$ cat config.mk
export PLATFORM = sky130hd
export DESIGN_NAME = xor_stream_unit
export DESIGN_NICKNAME = d
export VERILOG_FILES = /design/src/rtl/xor_stream_unit_pkg.sv /design/src/rtl/xor_stream_unit_lfsr_galois.sv /design/src/rtl/xor_stream_unit.sv
export SDC_FILE = /design/constraint.sdc
export NUM_CORES = 1
export LEC_CHECK = 0
export BUFFER_PORTS_ARGS = -buffer_cell sky130_fd_sc_hd__buf_2
export CORE_MARGIN = 8
export CORE_UTILIZATION = 53
export CTS_CLUSTER_DIAMETER = 30
export DETAILED_ROUTE_END_ITERATION = 16
export GPL_TIMING_DRIVEN = 0
export MAX_ROUTING_LAYER = met4
export PLACE_DENSITY = 0.87
export SLEW_MARGIN = 0
export SYNTH_ARGS = -nofsm -noshare
export SYNTH_HDL_FRONTEND = slang
export SYNTH_SLANG_ARGS = --single-unit
$ cat constraint.sdc
create_clock -name clk -period 1.92 [get_ports clk]
set_input_delay 0.096 -clock clk [delete_from_list [all_inputs] [get_ports clk]]
set_output_delay 0.096 -clock clk [all_outputs]
set_load 0.02 [all_outputs]
$ cat src/rtl/xor_stream_unit_pkg.sv
// Shared constants for the XOR stream unit: mode encodings and default
// Galois LFSR feedback masks for the common data widths.
package xor_stream_unit_pkg;

    localparam logic MODE_STATIC = 1'b0;
    localparam logic MODE_LFSR   = 1'b1;

    // Right-shift Galois masks (maximal-length polynomials)
    localparam logic [7:0]  TAPS_W8  = 8'hB8;
    localparam logic [15:0] TAPS_W16 = 16'hB400;
    localparam logic [31:0] TAPS_W32 = 32'h8020_0003;

endpackage

$ cat src/rtl/xor_stream_unit_lfsr_galois.sv
// Right-shifting Galois LFSR with synchronous seed load. A zero seed is
// replaced by 1 so the register can never lock up in the all-zero state.
module lfsr_galois
    import xor_stream_unit_pkg::*;
#(
    parameter int               WIDTH = 8,
    parameter logic [WIDTH-1:0] TAPS  = WIDTH'(TAPS_W8)
) (
    input  logic             clk,
    input  logic             rst_n,
    input  logic             load,
    input  logic [WIDTH-1:0] seed,
    input  logic             step,
    output logic [WIDTH-1:0] state
);

    logic [WIDTH-1:0] state_q;
    logic [WIDTH-1:0] state_d;
    logic [WIDTH-1:0] shifted;

    // Next-state selection: load wins over step, otherwise hold
    always_comb begin
        shifted = state_q >> 1;
        state_d = state_q;
        if (load) begin
            state_d = (seed == '0) ? WIDTH'(1) : seed;
        end else if (step) begin
            state_d = state_q[0] ? (shifted ^ TAPS) : shifted;
        end
    end

    // State register, resets to 1
    always_ff @(posedge clk or negedge rst_n) begin
        if (!rst_n) begin
            state_q <= WIDTH'(1);
        end else begin
            state_q <= state_d;
        end
    end

    assign state = state_q;

endmodule

$ cat src/rtl/xor_stream_unit.sv
// One-entry streaming XOR cipher stage. Each accepted word is XORed with
// either a static key or the current LFSR keystream word and registered;
// the output register drains through a valid/ready handshake and may be
// refilled in the same cycle it drains.
module xor_stream_unit
    import xor_stream_unit_pkg::*;
#(
    parameter int               WIDTH = 8,
    parameter logic [WIDTH-1:0] TAPS  = WIDTH'(TAPS_W8),
    parameter int               CNT_W = 16
) (
    input  logic             clk,
    input  logic             rst_n,
    input  logic             en,
    input  logic             mode,
    input  logic             key_load,
    input  logic [WIDTH-1:0] key_in,
    input  logic             in_valid,
    output logic             in_ready,
    input  logic [WIDTH-1:0] in_data,
    output logic             out_valid,
    input  logic             out_ready,
    output logic [WIDTH-1:0] out_data,
    output logic [CNT_W-1:0] word_cnt
);

    logic             out_valid_q, out_valid_d;
    logic [WIDTH-1:0] out_data_q,  out_data_d;
    logic [WIDTH-1:0] key_q,       key_d;
    logic [CNT_W-1:0] cnt_q,       cnt_d;
    logic [WIDTH-1:0] lfsr_state;
    logic [WIDTH-1:0] keystream;
    logic             accept;
    logic             lfsr_step;

    assign in_ready  = en & (~out_valid_q | out_ready);
    assign accept    = in_valid & in_ready;
    assign keystream = (mode == MODE_LFSR) ? lfsr_state : key_q;
    assign lfsr_step = accept & (mode == MODE_LFSR);

    lfsr_galois #(
        .WIDTH (WIDTH),
        .TAPS  (TAPS)
    ) u_lfsr (
        .clk   (clk),
        .rst_n (rst_n),
        .load  (key_load),
        .seed  (key_in),
        .step  (lfsr_step),
        .state (lfsr_state)
    );

    // Output register, key register and saturating word counter next state
    always_comb begin
        out_valid_d = out_valid_q;
        out_data_d  = out_data_q;
        key_d       = key_q;
        cnt_d       = cnt_q;
        if (accept) begin
            out_valid_d = 1'b1;
            out_data_d  = in_data ^ keystream;
            if (cnt_q != '1) begin
                cnt_d = cnt_q + CNT_W'(1);
            end
        end else if (out_ready) begin
            out_valid_d = 1'b0;
        end
        if (key_load) begin
            key_d = key_in;
        end
    end

    // Registers; reset discards any pending output word
    always_ff @(posedge clk or negedge rst_n) begin
        if (!rst_n) begin
            out_valid_q <= 1'b0;
            out_data_q  <= '0;
            key_q       <= '0;
            cnt_q       <= '0;
        end else begin
            out_valid_q <= out_valid_d;
            out_data_q  <= out_data_d;
            key_q       <= key_d;
            cnt_q       <= cnt_d;
        end
    end

    assign out_valid = out_valid_q;
    assign out_data  = out_data_q;
    assign word_cnt  = cnt_q;

endmodule

==> results of run 1 <==
-- sequential cells by signal (all words and copies together) (netlist names) --
name and flops:
key_q 8, out_valid 1, u_lfsr.state 8, word_cnt 16
out_data 8
-- metal layers --
metal,global-route usage [%],vias to the layer above,routed length [um]
met4,3.58,0,10
li1,-,768,-
met5,-,-,0
met1,16.1,772,1750
met3,5.41,2,231
met2,25.5,47,2190
-- stage by stage --
step                      total power, mW  worst slack (ps)
after floorplan                      1.56              77.0
after global placement               1.78              50.8
after detailed placement             1.81              28.0
after CTS                            2.34              16.8
after global routing                 2.46              13.6
final                                2.32              69.4
-- what timing repair did --
item                                    4_1_cts  5_1_grt
hold buffers                                  1        0
gates resized for setup                       0        1
setup buffers                                 0        1
hold endpoints to repair                     40        0
endpoints found under the setup margin        0        1
-- worst max-delay path, stage by stage (launching register included) --
cell and delay (ps):
sky130_fd_sc_hd__dfrtp_1 420, sky130_fd_sc_hd__ha_1 260, sky130_fd_sc_hd__and3_1 240, sky130_fd_sc_hd__and3_1 280, sky130_fd_sc_hd__a21oi_4 230, sky130_fd_sc_hd__mux2_4 310
-- synthesized netlist by cell type, drive strengths merged --
| cell | count |
|---|---|
| mux2i | 17 |
| and2 | 4 |
| dfrtp | 40 |
| clkbuf | 4 |
| nand4 | 6 |
| xor2 | 18 |
| nand3 | 5 |
| ha | 1 |
| nor4 | 7 |
| mux2 | 5 |
| buf | 2 |
| a21oi | 6 |
| a31oi | 4 |
| nor2 | 3 |
| and3 | 5 |
| xnor2 | 2 |
| nand2 | 20 |
| nor3 | 3 |
| a211oi | 2 |
| o21ai | 21 |
| o211ai | 1 |
| nand2b | 1 |
| dfstp | 1 |
| inv | 8 |
-- area by class of cell --
| class | count | area share, % |
|---|---|---|
| clock buffer | 8 | 3.34 |
| timing repair buffer | 49 | 10.5 |
| inverter | 8 | 1.25 |
| buffer | 6 | 1.04 |
| sequential | 41 | 42.8 |
| tap | 48 | 2.50 |
| multi-input combinational | 131 | 38.5 |
-- path summary, 6_finish.rpt --
| kind | endpoint | slack (ps) | depth (start not counted) |
|---|---|---|---|
| min in group asynchronous | word_cnt[15] | 460 | 2 |
| hold reg to reg | out_data[2] | 480 | 2 |
| hold / removal | key_q[1] | 50 | 3 |
| setup reg to reg | word_cnt[1] | 70 | 5 |
| max in group asynchronous | out_data[6] | 900 | 2 |
| setup / recovery | word_cnt[1] | 70 | 5 |
-- power groups by stage --
stage                     Sequential [mW]  Clock (mW)  Combinational [mW]
after floorplan                      1.28           0               0.281
after global placement               1.16           0               0.626
after detailed placement             1.16           0               0.647
after CTS                            1.15       0.543               0.648
after global routing                 1.18       0.583               0.706
final                                1.15       0.526               0.643
-- kinds of logic (layout without fill, tap and decap cells) --
group,count (synthesis),after routing,synth area share (%)
xor+xnor,20,20,8.76
flops,41,41,51.4
mux,22,22,11.5
compound gates,34,34,9.32
fa+ha+maj,1,1,0.626
simple gates,54,54,15.6
buf+inv,14,71,2.75
==> results.md, run 1 <==
Die
• **standard-cell rows** 22
• **placeable core region** 3630 sq um
• **area of the die** 5990 sq um
• **Horiz. Die Dim** 77.4 um
• **vertical die dimension** 77.4 um
• **I/O pin count** 49
• **starting density of the core** 55.0%

Synth
• **top post-synthesis cells by area** sky130_fd_sc_hd__dfrtp_1 (50%), sky130_fd_sc_hd__mux2i_1 (8.5%), sky130_fd_sc_hd__xor2_1 (7.9%), sky130_fd_sc_hd__o21ai_0 (5.3%), sky130_fd_sc_hd__nand2_1 (3.8%)
• **Yosys top cell area share** 50.1%
• **synthesized area divided by synthesized cell count** 10.7 sq um
• **summed instance area of the synthesized netlist** 2000 sq um
• **cell accounting for the most synthesized area** sky130_fd_sc_hd__dfrtp_1
• **Synth Instances** 186
• **synth unique cells** 30
• **post-synthesis net count** 210
• **Yosys reg bits** 41
• **part of the Yosys area used for sequential elements** 51.4%
• **count of synthesis-stage warnings from yosys** 0

STA
• **worst-case hold slack** 45.4 ps
• **Max Slew Vio Count** 0
• **Hold Fails Final Rpt** 0
• **min Tclk post-route** 1850 ps
• **highest achievable clock rate** 540 MHz
• **setup repair after global routing missed its margin** no
• **actual slew at the worst max-slew pin** 885 ps
• **count of final setup violators** 0
• **tightest slew margin relative to the limit** 41.0%
• **share of the clock period used by the worst path** 96.4%
• **Setup Skew** 3.56 ps
• **sum of negative setup slack** 0 ps

Detailed routing
• **detailed router's first-iteration violation count** 85
• **vias per cell** 5.46
• **DR vias** 1589
• **number of design rule violations left after detail routing** 0
• **number of antenna-violating nets in the routed design** 0
• **Pre-antenna DRT Iters** 5
• **total wire length** 4180 um
• **per-cell routed wire length** 14.4 um

Global routing
• **largest net degree at the start of global routing** 42
• **first-pass GRT wire length** 7230 um
• **total global routing track utilization** 14.9%
• **antenna violations before repair** 0
• **GRT overflow** 0
• **vias in the first global route** 1625

Worst setup path
• **Required @ worst endpoint** 2100 ps
• **crit start category** register
• **Data arrival, critical path** 2030 ps
• **worst reg2reg path startpoint** word_cnt[0]
• **capturing element type of the critical path** register
• **critical path fanouts, max** 5
• **kind of critical path** register to register
• **crit path launch** word_cnt[0]

Outcome
• **result of the run** finished, final reports clean

Min path
• **Hold Path Class** input port to register
• **launch instance of the worst min-delay path** key_in[1]

Final layout
• **Final Net Count** 266
• **most common library cell in the layout ignoring fill and taps** sky130_fd_sc_hd__buf_2
• **area overhead of the layout relative to synthesis** 20.0%
• **area of all placed cells without fillers** 2400 sq um
• **final standard cell utilization of the core** 66.0%
• **Ant. Diodes** 0
• **area of the multi-input gates** 925 sq um
• **commonest non-fill, non-tap cells in the layout** sky130_fd_sc_hd__buf_2 (49), sky130_fd_sc_hd__dfrtp_1 (40), sky130_fd_sc_hd__o21ai_0 (21)
• **register area** 1030 sq um
• **post-route non-filler standard cell count** 291
• **number of fill cells in the layout** 307
• **share of layout cells above drive strength 1** 27.6%

Power and ir drop
• **part of the total power dissipated in the clock network** 22.7%
• **worst-case vdd ir drop** 0.553 mV
• **Switching Share** 34.7%
• **P_sw** 805 uW
• **ratio of total power to cell area** 967 nW/um^2
• **sequential group share of total power** 49.6%
• **fraction of power consumed by combinational cells** 27.7%
• **static leakage** 1.26 nW
• **Internal Pwr Total** 1.51 mW

Clocking
• **sinks on the clock net** 41
• **CTS tree** yes
• **worst-skew pair later-pin latency** 290 ps
• **clock transition at the registers of the reported paths** 70 ps
• **root buffer cell** sky130_fd_sc_hd__clkbuf_8
• **number of buffers created by CTS** 5
• **Longest Clk Path Bufs** 2
• **number of levels in the clock H-tree** 2

Placement
• **global placement routability congestion** 0.800
• **dpl cell area** 2290 sq um
• **Placed Instances** 281
• **number of buffers inserted by port buffering** 47
• **estimated wirelength of the detail-placed design** 3200 um

Run
• **max-capacitance violation count** 0

Note: power is estimated with default switching activity, not from simulation.
==> run 2: changes to the inputs <==
--- a/config.mk
+++ b/config.mk
@@ -7,12 +7,13 @@
 export LEC_CHECK = 0
 export BUFFER_PORTS_ARGS = -buffer_cell sky130_fd_sc_hd__buf_2
 export CORE_MARGIN = 8
-export CORE_UTILIZATION = 53
+export CORE_UTILIZATION = 55
+export CTS_BUF_LIST = sky130_fd_sc_hd__clkbuf_2 sky130_fd_sc_hd__clkbuf_4 sky130_fd_sc_hd__clkbuf_8
 export CTS_CLUSTER_DIAMETER = 30
 export DETAILED_ROUTE_END_ITERATION = 16
 export GPL_TIMING_DRIVEN = 0
 export MAX_ROUTING_LAYER = met4
-export PLACE_DENSITY = 0.87
+export PLACE_DENSITY = 0.9
 export SLEW_MARGIN = 0
 export SYNTH_ARGS = -nofsm -noshare
 export SYNTH_HDL_FRONTEND = slang
==> results.md, run 2 (synthesized netlist as in run 1, its figures left out) <==
Global routing
• **total global routing track utilization** 16.5%, +1.6 points
• **vias in the first global route** 1686, +3.8%
• **antenna violations before repair** 0, unchanged
• **GRT overflow** 0, unchanged
• **largest net degree at the start of global routing** 42, unchanged
• **first-pass GRT wire length** 7680 um, +6.2%

Clocking
• **worst-skew pair later-pin latency** 350 ps, +60 ps
• **clock transition at the registers of the reported paths** 120 ps, +50 ps
• **root buffer cell** sky130_fd_sc_hd__clkbuf_4
• **number of levels in the clock H-tree** 2, unchanged
• **number of buffers created by CTS** 5, unchanged
• **Longest Clk Path Bufs** 2, unchanged
• **sinks on the clock net** 41, unchanged
• **CTS tree** yes

Power and ir drop
• **ratio of total power to cell area** 930 nW/um^2, -3.8%
• **worst-case vdd ir drop** 0.514 mV, -7.0%
• **static leakage** 1.30 nW, +2.8%

STA
• **sum of negative setup slack** 0 ps, unchanged
• **Setup Skew** 11.8 ps, +8.20 ps
• **Max Slew Vio Count** 0, unchanged
• **Hold Fails Final Rpt** 0, unchanged
• **share of the clock period used by the worst path** 94.6%, -1.8 points
• **count of final setup violators** 0, unchanged
• **min Tclk post-route** 1820 ps, -33.7 ps
• **actual slew at the worst max-slew pin** 874 ps, -11.3 ps
• **setup repair after global routing missed its margin** no
• **highest achievable clock rate** 550 MHz, +1.9%
• **tightest slew margin relative to the limit** 41.8%, +0.75 points

Worst setup path
• **Required @ worst endpoint** 2170 ps, +70 ps
• **capturing element type of the critical path** register
• **kind of critical path** register to register
• **critical path fanouts, max** 5, unchanged
• **crit start category** register
• **Data arrival, critical path** 2070 ps, +40 ps

Detailed routing
• **Pre-antenna DRT Iters** 4, -1
• **per-cell routed wire length** 14.4 um, +0.45%
• **detailed router's first-iteration violation count** 104, +22%
• **number of antenna-violating nets in the routed design** 0, unchanged
• **total wire length** 4310 um, +3.2%
• **vias per cell** 5.41, -0.84%
• **number of design rule violations left after detail routing** 0, unchanged
• **DR vias** 1619, +1.9%

Placement
• **number of buffers inserted by port buffering** 47, unchanged
• **estimated wirelength of the detail-placed design** 3190 um, -0.33%
• **global placement routability congestion** 0.862, +7.7%
• **Placed Instances** 281, unchanged

Die
• **vertical die dimension** 76.3 um, -1.5%
• **starting density of the core** 55.9%, +0.85 points
• **area of the die** 5820 sq um, -2.9%
• **placeable core region** 3580 sq um, -1.5%
• **Horiz. Die Dim** 76.3 um, -1.5%
• **I/O pin count** 49, unchanged
• **standard-cell rows** 22, unchanged

Final layout
• **most common library cell in the layout ignoring fill and taps** sky130_fd_sc_hd__buf_2
• **number of fill cells in the layout** 272, -11%
• **post-route non-filler standard cell count** 299, +2.7%
• **area overhead of the layout relative to synthesis** 23.5%
• **share of layout cells above drive strength 1** 27.9%, +0.32 points
• **commonest non-fill, non-tap cells in the layout** sky130_fd_sc_hd__buf_2 (49), sky130_fd_sc_hd__dfrtp_1 (40), sky130_fd_sc_hd__o21ai_0 (21)
• **flip-flop count of the largest register after layout** 16, unchanged
• **Final Net Count** 274, +3.0%
• **Ant. Diodes** 0, unchanged

Min path
• **Hold Path Class** input port to register

Run
• **max-capacitance violation count** 0, unchanged

Outcome
• **result of the run** finished, final reports clean

run 2: cell types whose count changed in the layout (fill, tap and decap cells not counted):
cell	previous run	this run
sky130_fd_sc_hd__clkinv_2	0	1
sky130_fd_sc_hd__clkbuf_1	7	4
sky130_fd_sc_hd__clkbuf_4	0	5
sky130_fd_sc_hd__dlygate4sd3_1	1	9
sky130_fd_sc_hd__clkbuf_8	5	2
run 2: metrics by stage:
step | hold WS [ps] | area (sq um) | utilization [%] | power, mW | worst slack [ps]
after floorplan | -200 | 2000 | - | 1.56 | 77.0
after global placement | 256 | 2290 | 64.1 | 1.78 | 62.4
after detailed placement | 268 | 2290 | 64.1 | 1.81 | 51.5
after CTS | 14.0 | 2450 | 68.6 | 2.30 | 29.5
after global routing | 14.6 | 2470 | 69.0 | 2.44 | 35.9
final | 23.4 | 2470 | 69.0 | 2.30 | 103
run 2: timing repair:
action                                  CTS  global route
endpoints found under the setup margin    0             1
hold buffers                              9             0
hold endpoints to repair                 52             0
setup buffers                             0             1
resized for setup                         0             1
run 2: critical path, cell delays in order (launching register included):
cell                      delay, ps
sky130_fd_sc_hd__dfrtp_1        440
sky130_fd_sc_hd__ha_1           250
sky130_fd_sc_hd__and3_1         230
sky130_fd_sc_hd__and3_1         280
sky130_fd_sc_hd__a21oi_4        210
sky130_fd_sc_hd__mux2_4         310
run 2: final timing paths:
path	from	slack (ps)	depth (start not counted)	to
max in group asynchronous	rst_n	980	2	word_cnt[7]
min in group asynchronous	rst_n	380	2	word_cnt[2]
min reg2reg	out_data[2]	480	2	out_data[2]
min	key_load	20	3	u_lfsr.state[0]
max reg2reg	word_cnt[0]	100	5	word_cnt[1]
max	word_cnt[0]	100	5	word_cnt[1]
run 2: power breakdown:
part / internal [mW] / switching, mW
Clock: 0.213 / 0.279
Combinational: 0.260 / 0.399
Sequential: 1.01 / 0.137
run 2: per-layer routing:
layer | routed length [um] | vias to the layer above | track usage (%)
met5 | 0 | - | -
met4 | 55 | 0 | 6.73
met3 | 282 | 7 | 5.31
met2 | 2270 | 45 | 28.5
met1 | 1710 | 782 | 16.8
li1 | - | 785 | -
run 2: final cells by class:
| class | instances | area [sq um] | share of cell area, % |
|---|---|---|---|
| buffer | 6 | 25.0 | 1.01 |
| multi-input combinational | 131 | 925 | 37.4 |
| clock buffer | 7 | 65.1 | 2.63 |
| sequential | 41 | 1030 | 41.6 |
| timing repair buffer | 57 | 333 | 13.5 |
| tap | 48 | 60.1 | 2.43 |
| clock inverter | 1 | 5.00 | 0.203 |
| inverter | 8 | 30.0 | 1.22 |
